`config.mk`:
```
export PLATFORM = sky130hd
export DESIGN_NAME = wb_regfile_flat
export DESIGN_NICKNAME = d
export VERILOG_FILES = /design/src/rtl/simple_processor_pkg.sv /design/src/rtl/wb_regfile_if.sv /design/src/rtl/wb_regfile_sel.sv /design/src/rtl/wb_regfile.sv /design/src/flat_wrapper.sv
export SDC_FILE = /design/constraint.sdc
export NUM_CORES = 2
export LEC_CHECK = 0
export ABC_AREA = 0
export ABC_CLOCK_PERIOD_IN_PS = 5800
export CELL_PAD_IN_SITES_DETAIL_PLACEMENT = 1
export CELL_PAD_IN_SITES_GLOBAL_PLACEMENT = 1
export CORE_ASPECT_RATIO = 0.75
export CORE_UTILIZATION = 52
export CTS_CLUSTER_DIAMETER = 100
export CTS_CLUSTER_SIZE = 25
export DETAILED_ROUTE_END_ITERATION = 7
export MAX_ROUTING_LAYER = met4
export PLACE_DENSITY_LB_ADDON = 0.1
export SLEW_MARGIN = 25
export SYNTH_ARGS = -nofsm -noshare
export SYNTH_HDL_FRONTEND = slang
export SYNTH_HIERARCHICAL = 1
export SYNTH_SLANG_ARGS = --single-unit
export TNS_END_PERCENT = 10
```
`constraint.sdc`:
```
create_clock -name clk_i -period 5.8 [get_ports clk_i]
set_input_delay 1.74 -clock clk_i [delete_from_list [all_inputs] [get_ports clk_i]]
set_output_delay 1.74 -clock clk_i [all_outputs]
set_load 0.01 [all_outputs]
```
`src/rtl/simple_processor_pkg.sv`:
```
// Shared processor types and sizing: datapath width, register count and the
// execute-unit operation encoding consumed by the writeback register file.
package simple_processor_pkg;

  localparam int DATAWIDTH = 32;
  localparam int NUM_REG   = 32;

  // Encodings above SLRI (including INVALID) are treated as non-operations.
  typedef enum logic [3:0] {
    ADD     = 4'd0,
    ADDI    = 4'd1,
    SUB     = 4'd2,
    AND     = 4'd3,
    OR      = 4'd4,
    XOR     = 4'd5,
    NOT     = 4'd6,
    SLL     = 4'd7,
    SLLI    = 4'd8,
    SLR     = 4'd9,
    SLRI    = 4'd10,
    INVALID = 4'd11
  } func_t;

  typedef enum logic {
    BUF_EMPTY = 1'b0,
    BUF_FULL  = 1'b1
  } buf_state_t;

endpackage

```
`src/rtl/wb_regfile_if.sv`:
```
// Writeback request bus between the execute stage (master) and the register
// file (slave): valid/ready handshake, destination, operation and results.
interface wb_regfile_if
  import simple_processor_pkg::*;
#(
  parameter int DATAWIDTH = simple_processor_pkg::DATAWIDTH,
  parameter int ADDRW     = $clog2(simple_processor_pkg::NUM_REG)
) ();

  logic                 wb_valid_i;
  logic                 wb_ready_o;
  func_t                wb_func_i;
  logic [ADDRW-1:0]     wb_rd_i;
  logic [DATAWIDTH-1:0] res_math_i;
  logic [DATAWIDTH-1:0] res_gate_i;
  logic [DATAWIDTH-1:0] res_shift_i;
  logic                 wb_stall_i;

  modport master (
    output wb_valid_i, wb_func_i, wb_rd_i,
    output res_math_i, res_gate_i, res_shift_i, wb_stall_i,
    input  wb_ready_o
  );

  modport slave (
    input  wb_valid_i, wb_func_i, wb_rd_i,
    input  res_math_i, res_gate_i, res_shift_i, wb_stall_i,
    output wb_ready_o
  );

endinterface

```
`src/rtl/wb_regfile_sel.sv`:
```
// Picks which execute-unit result belongs to an operation; flags encodings
// that do not name a real operation so the caller can discard them.
module wb_sel
  import simple_processor_pkg::*;
#(
  parameter int DATAWIDTH = simple_processor_pkg::DATAWIDTH
) (
  input  func_t                func_i,
  input  logic [DATAWIDTH-1:0] res_math_i,
  input  logic [DATAWIDTH-1:0] res_gate_i,
  input  logic [DATAWIDTH-1:0] res_shift_i,
  output logic [DATAWIDTH-1:0] data_o,
  output logic                 valid_op_o
);

  // NOTE: every output gets a default first so no path through the case infers a latch.
  always_comb begin
    data_o     = '0;
    valid_op_o = 1'b1;
    case (func_i)
      ADD, ADDI, SUB:       data_o = res_math_i;
      AND, OR, XOR, NOT:    data_o = res_gate_i;
      SLL, SLLI, SLR, SLRI: data_o = res_shift_i;
      default:              valid_op_o = 1'b0;
    endcase
  end

endmodule

```
`src/rtl/wb_regfile.sv`:
```
// Register file with a one-entry writeback buffer: results are accepted into
// the buffer, committed one edge later unless stalled, and forwarded to reads.
module wb_regfile
  import simple_processor_pkg::*;
#(
  parameter int  DATAWIDTH = simple_processor_pkg::DATAWIDTH,
  parameter int  NUM_REG   = simple_processor_pkg::NUM_REG,
  localparam int ADDRW     = $clog2(NUM_REG)
) (
  input  logic                 clk_i,
  input  logic                 arst_ni,
  input  logic [ADDRW-1:0]     rs1_addr_i,
  input  logic [ADDRW-1:0]     rs2_addr_i,
  output logic [DATAWIDTH-1:0] rs1_data_o,
  output logic [DATAWIDTH-1:0] rs2_data_o,
  wb_regfile_if.slave          wb,
  output logic [15:0]          wb_count_o,
  output logic                 invalid_o
);

  typedef struct packed {
    logic                 pending;
    logic [ADDRW-1:0]     rd;
    logic [DATAWIDTH-1:0] data;
  } wb_entry_t;

  buf_state_t           r_state;
  buf_state_t           w_state_next;
  wb_entry_t            r_entry;
  logic [DATAWIDTH-1:0] r_regs [NUM_REG];
  logic [15:0]          r_count;
  logic                 r_invalid;

  logic [DATAWIDTH-1:0] w_sel_data;
  logic                 w_valid_op;
  logic                 w_full;
  logic                 w_accept;
  logic                 w_fill;
  logic                 w_commit;
  logic                 w_fwd1;
  logic                 w_fwd2;

  wb_sel #(.DATAWIDTH(DATAWIDTH)) u_sel (
    .func_i      (wb.wb_func_i),
    .res_math_i  (wb.res_math_i),
    .res_gate_i  (wb.res_gate_i),
    .res_shift_i (wb.res_shift_i),
    .data_o      (w_sel_data),
    .valid_op_o  (w_valid_op)
  );

  assign w_full         = (r_state == BUF_FULL);
  assign wb.wb_ready_o  = !w_full || !wb.wb_stall_i;
  assign w_accept       = wb.wb_valid_i && wb.wb_ready_o;
  assign w_fill         = w_accept && w_valid_op;
  assign w_commit       = w_full && !wb.wb_stall_i;

  always_comb begin
    w_state_next = r_state;
    case (r_state)
      BUF_EMPTY: if (w_fill) w_state_next = BUF_FULL;
      BUF_FULL:  if (w_commit && !w_fill) w_state_next = BUF_EMPTY;
    endcase
  end

  // NOTE: sequential state uses non-blocking assignments so every register samples pre-edge values.
  always_ff @(posedge clk_i) begin
    if (!arst_ni) begin
      r_state <= BUF_EMPTY;
    end else begin
      r_state <= w_state_next;
    end
  end

  // NOTE: the array is reset explicitly because register contents after reset are architecturally visible.
  always_ff @(posedge clk_i) begin
    if (!arst_ni) begin
      r_entry   <= '0;
      r_count   <= '0;
      r_invalid <= 1'b0;
      for (int i = 0; i < NUM_REG; i++) begin
        r_regs[i] <= '0;
      end
    end else begin
      if (w_fill) begin
        r_entry <= '{pending: 1'b1, rd: wb.wb_rd_i, data: w_sel_data};
      end else if (w_commit) begin
        r_entry.pending <= 1'b0;
      end

      // Writes to register 0 still count as commits but leave the array alone.
      if (w_commit) begin
        r_count <= r_count + 16'd1;
        if (r_entry.rd != '0) begin
          r_regs[r_entry.rd] <= r_entry.data;
        end
      end

      if (w_accept && !w_valid_op) begin
        r_invalid <= 1'b1;
      end
    end
  end

  // A buffered entry is newer than the array, so it wins on a matching read.
  assign w_fwd1 = r_entry.pending && (r_entry.rd == rs1_addr_i) && (rs1_addr_i != '0);
  assign w_fwd2 = r_entry.pending && (r_entry.rd == rs2_addr_i) && (rs2_addr_i != '0);

  assign rs1_data_o = (rs1_addr_i == '0) ? '0 : (w_fwd1 ? r_entry.data : r_regs[rs1_addr_i]);
  assign rs2_data_o = (rs2_addr_i == '0) ? '0 : (w_fwd2 ? r_entry.data : r_regs[rs2_addr_i]);

  assign wb_count_o = r_count;
  assign invalid_o  = r_invalid;

endmodule

```
`src/flat_wrapper.sv`:
```
// flat-port wrapper written by rule: the top's interface ports become plain ports
module wb_regfile_flat import simple_processor_pkg::*;
#(
  parameter int  DATAWIDTH = simple_processor_pkg::DATAWIDTH,
  parameter int  NUM_REG   = simple_processor_pkg::NUM_REG,
  localparam int ADDRW     = $clog2(NUM_REG)
)
  (clk_i, arst_ni, rs1_addr_i, rs2_addr_i, rs1_data_o, rs2_data_o, wb_count_o, invalid_o, wb_wb_valid_i, wb_wb_func_i, wb_wb_rd_i, wb_res_math_i, wb_res_gate_i, wb_res_shift_i, wb_wb_stall_i, wb_wb_ready_o);
  wb_regfile_if #(.DATAWIDTH(DATAWIDTH), .ADDRW(($clog2((NUM_REG))))) wb_i ();
  input  logic clk_i;
  input  logic arst_ni;
  input  logic [ADDRW-1:0] rs1_addr_i;
  input  logic [ADDRW-1:0] rs2_addr_i;
  output logic [DATAWIDTH-1:0] rs1_data_o;
  output logic [DATAWIDTH-1:0] rs2_data_o;
  output logic [15:0] wb_count_o;
  output logic invalid_o;
  input wire logic [$bits(wb_i.wb_valid_i)-1:0] wb_wb_valid_i;
  input wire logic [$bits(wb_i.wb_func_i)-1:0] wb_wb_func_i;
  input wire logic [$bits(wb_i.wb_rd_i)-1:0] wb_wb_rd_i;
  input wire logic [$bits(wb_i.res_math_i)-1:0] wb_res_math_i;
  input wire logic [$bits(wb_i.res_gate_i)-1:0] wb_res_gate_i;
  input wire logic [$bits(wb_i.res_shift_i)-1:0] wb_res_shift_i;
  input wire logic [$bits(wb_i.wb_stall_i)-1:0] wb_wb_stall_i;
  output wire logic [$bits(wb_i.wb_ready_o)-1:0] wb_wb_ready_o;
  assign wb_i.wb_valid_i = wb_wb_valid_i;
  assign wb_i.wb_func_i = wb_wb_func_i;
  assign wb_i.wb_rd_i = wb_wb_rd_i;
  assign wb_i.res_math_i = wb_res_math_i;
  assign wb_i.res_gate_i = wb_res_gate_i;
  assign wb_i.res_shift_i = wb_res_shift_i;
  assign wb_i.wb_stall_i = wb_wb_stall_i;
  assign wb_wb_ready_o = wb_i.wb_ready_o;
  wb_regfile #(.DATAWIDTH(DATAWIDTH), .NUM_REG(NUM_REG)) u_core (.clk_i(clk_i), .arst_ni(arst_ni), .rs1_addr_i(rs1_addr_i), .rs2_addr_i(rs2_addr_i), .rs1_data_o(rs1_data_o), .rs2_data_o(rs2_data_o), .wb(wb_i), .wb_count_o(wb_count_o), .invalid_o(invalid_o));
endmodule
```
# After elaboration in Yosys (flattened, before gate mapping)
# Memory sizes are Yosys's and may differ from the RTL's.
# Index checks and enable logic that the tools add are counted.
[totals]
register_bits = 56
mem_count = 1
input_bits = 119
output_inout_bits = 82
mem_bits_rw = 1024
[memory_table]
columns = ["name", "depth", "width", "read_ports", "rd_clocked_by_memory_dff", "write_ports", "line", "source"]
rows = [
  ["u_core.r_regs", 32, 32, 2, 0, 32, "wb_regfile.sv:30", "logic [DATAWIDTH-1:0] r_regs [NUM_REG];"],
]
[classes]
n_eq_ne = 12
n_reduce_logical = 26
add_sub_neg = 1
bitwise_logic = 1
muxes = 19
[op_table]
columns = ["op", "n"]
rows = [
  ["32-bit 2-to-1 mux", 5],
  ["32-bit one-hot mux with 3 select lines", 1],
  ["32-bit OR reduction", 1],
  ["16-bit by 1-bit adder with 16-bit output (second input constant)", 1],
  ["4-bit by 3-bit equality test with 1-bit output (second input constant)", 4],
  ["5-bit nonzero test", 3],
  ["4-bit equality test (second input constant)", 3],
  ["1-bit 2-to-1 mux", 11],
  ["11-bit OR reduction", 1],
  ["5-bit equality test", 2],
  ["5-bit zero test", 2],
  ["1-bit logical AND", 9],
  ["4-bit by 2-bit equality test with 1-bit output (second input constant)", 2],
  ["4-bit OR reduction", 2],
  ["5-bit 2-to-1 mux", 1],
  ["4-bit by 1-bit equality test with 1-bit output (second input constant)", 1],
  ["1-bit zero test", 4],
  ["4-bit zero test", 1],
  ["3-bit OR reduction", 1],
  ["1-bit one-hot mux with 2 select lines", 1],
  ["2-bit nonzero test", 1],
  ["1-bit logical OR", 1],
  ["1-bit NOT", 1],
]

# Logic depth before layout (Yosys ltp)
[logic_depth]
word_depth = 8
mapped_depth = 10
mapped_depth_nobuf = 5

# Hierarchy
# The synthesis kept the hierarchy.
[modules_own_cells]
columns = ["mod", "cells_each", "instances", "area_per_inst_um2"]
rows = [
  ["wb_regfile", 4220, 1, 57721.6],
  ["wb_sel", 82, 1, 661.9],
]

# Worst setup path before layout
# Ideal clock, no wire load.
[synth_path]
path_type = "input -> register"
from = "input port wb_wb_stall_i"
to = "memory u_core.r_regs[21][0] (enable)"
path_stages = 4
t_arrival_ns = 4.813
path_slack_ns = 0.521
n_path_buf = 1
path_cell_list = "nand3b_1 -> or3b_1 -> buf_2 -> o21ai_0"
[synth_lines]
columns = ["item", "line", "source"]
rows = [
  ["start, declared", "flat_wrapper.sv:24", "input wire logic [$bits(wb_i.wb_stall_i)-1:0] wb_wb_stall_i;"],
  ["end, declared", "wb_regfile.sv:30", ""],
]

# Final worst setup path
[layout_path]
from = "input port rs2_addr_i[0]"
to = "output port rs2_data_o[9]"
[layout_via]
elab_chain_len = 5
word_cells_on_any_way = 8
classes_between = "1 x eq/ne; 2 x mux; 4 x reduce/logical; 1 x memory"
[layout_rtl]
columns = ["item", "line", "source"]
rows = [
  ["start, declared", "flat_wrapper.sv:13", "input logic [ADDRW-1:0] rs2_addr_i;"],
  ["branches (longest 4 deep; another with memory read 32 x 32 bit)", "n/a", ""],
  ["32-bit 2-to-1 mux *", "wb_regfile.sv:110", "assign rs2_data_o = (rs2_addr_i == '0) ? '0 : (w_fwd2 ? r_entry.data : r_regs[rs2_addr_i]);"],
  ["end, declared", "flat_wrapper.sv:15", "output logic [DATAWIDTH-1:0] rs2_data_o;"],
]
# Mark *: on every way between the ends.

==> flow_summary.json <==
{
  "outcome": "complete, but fails checks",
  "violations": "negative setup slack",
  "synth_area_sq_um": 58400,
  "reg2reg_slack_ns": 2.53,
  "fmax_ghz": 0.169,
  "setup_tns_ns": -0.756,
  "fin_area_sq_um": 67400,
  "r2r_start": "u_core/r_entry[36]",
  "fin_cells": 6114,
  "clock_skew_ns": 0.0267,
  "powerDensity_nw_per_um2": 233,
  "grt_pass1_vias": 42071,
  "drtIter0Drc": 5374,
  "wirelength_mm": 219,
  "wl_per_cell_microns": 35.9,
  "start_util_pct": 52.4,
  "cpMostUsedCell": "buf_12",
  "grt_start_max_net_pins": 54,
  "yosysWarnings": 6,
  "drtPass1Iterations": 6,
  "cts_buffer_depth": 3,
  "grt_overflow_total": 0,
  "path_clk_slew_ns": 0.10,
  "ys_ff_latch": 1080,
  "cp-start-kind": "input port",
  "cp_slowest_stage_delay_ns": 0.51,
  "synth_top_cells_by_area": "edfxtp_1 (53%), mux4_2 (11%), and2_1 (11%), mux2i_1 (7.2%), dfxtp_1 (1.9%)",
  "groute.usage.overall_pct": 39.3,
  "path_max_fanout": 12,
  "hold_path_end": "u_core/invalid_o",
  "hold_class": "reg -> reg",
  "path_cells": "buf_12 -> buf_12 -> buf_12 -> buf_12 -> mux4_2 -> o22a_1 -> o211ai_1 -> o311a_1 -> nor2_1 -> buf_4 -> clkdlybuf4s50_1",
  "drc_errors": 0,
  "yosys.area.top_type": "edfxtp_1",
  "cts_root_buf": "clkbuf_16",
  "io_buffers": 200,
  "chipHeight_microns": 292,
  "rsz0062_at_grt": "yes",
  "clock-sinks": 1080,
  "whs_path_depth": 2,
  "nFillCells": 10534,
  "viasPerCell": 6.83,
  "p_sw_mw": 4.22,
  "cts_htree_levels": 2,
  "cts_tree": "built",
  "p_leak_nw": 25.2,
  "fin_util_pct": 60.5,
  "seqPwrFrac_pct": 57.2,
  "setup_viol_count_final": 17,
  "io_pins": 201,
  "die_x_microns": 389,
  "synth_cells": 4302,
  "gp_congestion": 0.965,
  "grt_pass1_wl_mm": 309,
  "antenna_left": 0,
  "post-place-cells": 6017,
  "clockPowerShare_pct": 26.1,
  "drv_cap": 0,
  "netlist.area_leader.share_pct": 52.7,
  "yosysMostFrequentCell": "and2_1",
  "numCtsBuffers": 49,
  "required_ns": 4.06,
  "synth_edf_count": 1024,
  "dpl-instance-area_sq_um": 65300,
  "ys_async_sr_fraction_pct": 0,
  "yosysSeqAreaShare_pct": 54.6,
  "syn_avg_cell_area_sq_um": 13.6,
  "relSlewSlack_pct": 31.1,
  "synth_common_cells": "and2_1 (1036), edfxtp_1 (1024), mux2i_1 (419)",
  "drv_slew": 0,
  "synthToLayoutAreaGrowth_pct": 15.4,
  "comb_power_share_pct": 16.7,
  "place_ws_ns": -0.639,
  "path_class": "in -> out",
  "rows": 106,
  "fin_crit_ns": 5.93,
  "hp-start": "u_core/invalid_o",
  "r2r-end": "u_core/r_regs[28][12]",
  "peakVddDrop_mv": 0.297,
  "reg2reg_depth": 4,
  "p_sw_share_pct": 26.8,
  "coreArea_sq_um": 111000,
  "die_area_sq_um": 114000,
  "hpwl_mm": 152,
  "layout-drive-gt1-share_pct": 22.8,
  "max_slew.worst_pin.slew_ns": 1.03,
  "hold_viol_final": 0,
  "synth_cell_types": 69,
  "ys.flop_type": "edfxtp_1",
  "clk_latency_ns": 0.68,
  "num_vias": 41780,
  "arrival_ns": 4.19,
  "antenna_found_initial": 10,
  "intPower_mw": 11.5,
  "setup_slack_ns": -0.126,
  "post-route-period-util_pct": 102,
  "slowest_stage": "mux4_2",
  "end_kind": "output pin",
  "final_nets": 4746
}
[power groups by stage]
stage          registers [mW]  logic [mW]  clock network [mW]
6_report                 8.99        2.62                4.09
5_1_grt                  9.02        2.69                4.32
4_1_cts                  8.98        2.55                4.13
3_5_place_dp             9.16        2.51                   0
3_3_place_gp             9.13        2.48                   0
2_1_floorplan            9.07        1.30                   0
[what timing repair did]
item / CTS / global route
setup buffers: 5 / 8
gates resized for setup: 95 / 54
pin swaps: 14 / 7
setup endpoints to repair: 63 / 43
cloned: 1 / 2
hold buffers: 0 / 0
[placed cells by master (no fill, tap or decap), types with 33 or more instances in the layout]
master / count
and2_1: 1035
o21ai_0: 37
o21ai_1: 39
a21oi_1: 52
o22ai_1: 42
clkdlybuf4s50_1: 158
nor2_1: 70
mux4_2: 295
nand2_1: 119
buf_4: 382
clkbuf_16: 51
a221o_1: 48
mux2i_1: 414
dfxtp_1: 55
a221oi_1: 84
mux2_2: 33
edfxtp_1: 1024
a22oi_1: 82
buf_12: 91
[worst max path at each step]
stage / cells after the start / end / from / slack, ns
final: 11 / rs2_data_o[9] / rs2_addr_i[0] / -0.13
after global routing: 11 / rs2_data_o[9] / rs2_addr_i[0] / -0.13
after CTS: 11 / rs1_data_o[10] / rs1_addr_i[0] / -0.11
after detailed placement: 11 / rs2_data_o[20] / rs2_addr_i[4] / -0.64
after global placement: 11 / rs2_data_o[6] / rs2_addr_i[4] / -0.59
after floorplan: 4 / u_core/r_regs[21][0] / wb_wb_stall_i / 0.52
[registers in the layout (all words and copies together) (netlist names)]
register	count
u_core/r_regs	1024
u_core/invalid_o	1
u_core/wb_count_o	16
u_core/r_state	1
u_core/r_entry	38
[worst max-delay path: cells and delay by family]
family,cells,cell delay [ns]
buffers and inverters,6,1.22
AOI/OAI and AO/OA,3,0.64
muxes,1,0.51
and+or+nand+nor,1,0.06
[final cells by class]
class / count / area (sq um) / share of cell area (%)
flip-flops and latches: 1080 / 31900 / 47.3
multi-input cells: 2796 / 25200 / 37.4
repair buffers: 693 / 7130 / 10.6
well taps: 1458 / 1820 / 2.71
clock buffers: 68 / 1300 / 1.93
clock inverters: 3 / 26.3 / 0.0390
inverters: 6 / 25.0 / 0.0371
diodes: 10 / 25.0 / 0.0371
[through the flow]
| step | hold slack (ns) | power, mW |
|---|---|---|
| after floorplan | 0.467 | 10.4 |
| after global placement | 0.455 | 11.6 |
| after detailed placement | 0.470 | 11.7 |
| after CTS | 0.494 | 15.7 |
| after global routing | 0.516 | 16.0 |
| final | 0.493 | 15.7 |
[cell families (layout without fill, tap and decap cells)]
kind of cell	Yosys count	after routing	synth area share, %
mux	756	756	19.6
buf+inv	457	770	3.98
simple gates	1413	1413	14.2
fa+ha+maj	1	1	0.0214
other cells	1	42	0.00642
xor+xnor	21	21	0.315
compound gates	573	573	7.27
flops	1080	1080	54.6
[routing by layer]
layer,routed length [microns],GRT usage (%),vias to the layer above
li1,-,-,16960
met1,88000,53.3,21874
met2,99300,59.0,2462
met3,19900,5.33,484
met4,12300,18.1,0
met5,0,-,-
Note: power is estimated with default switching activity, not from simulation.
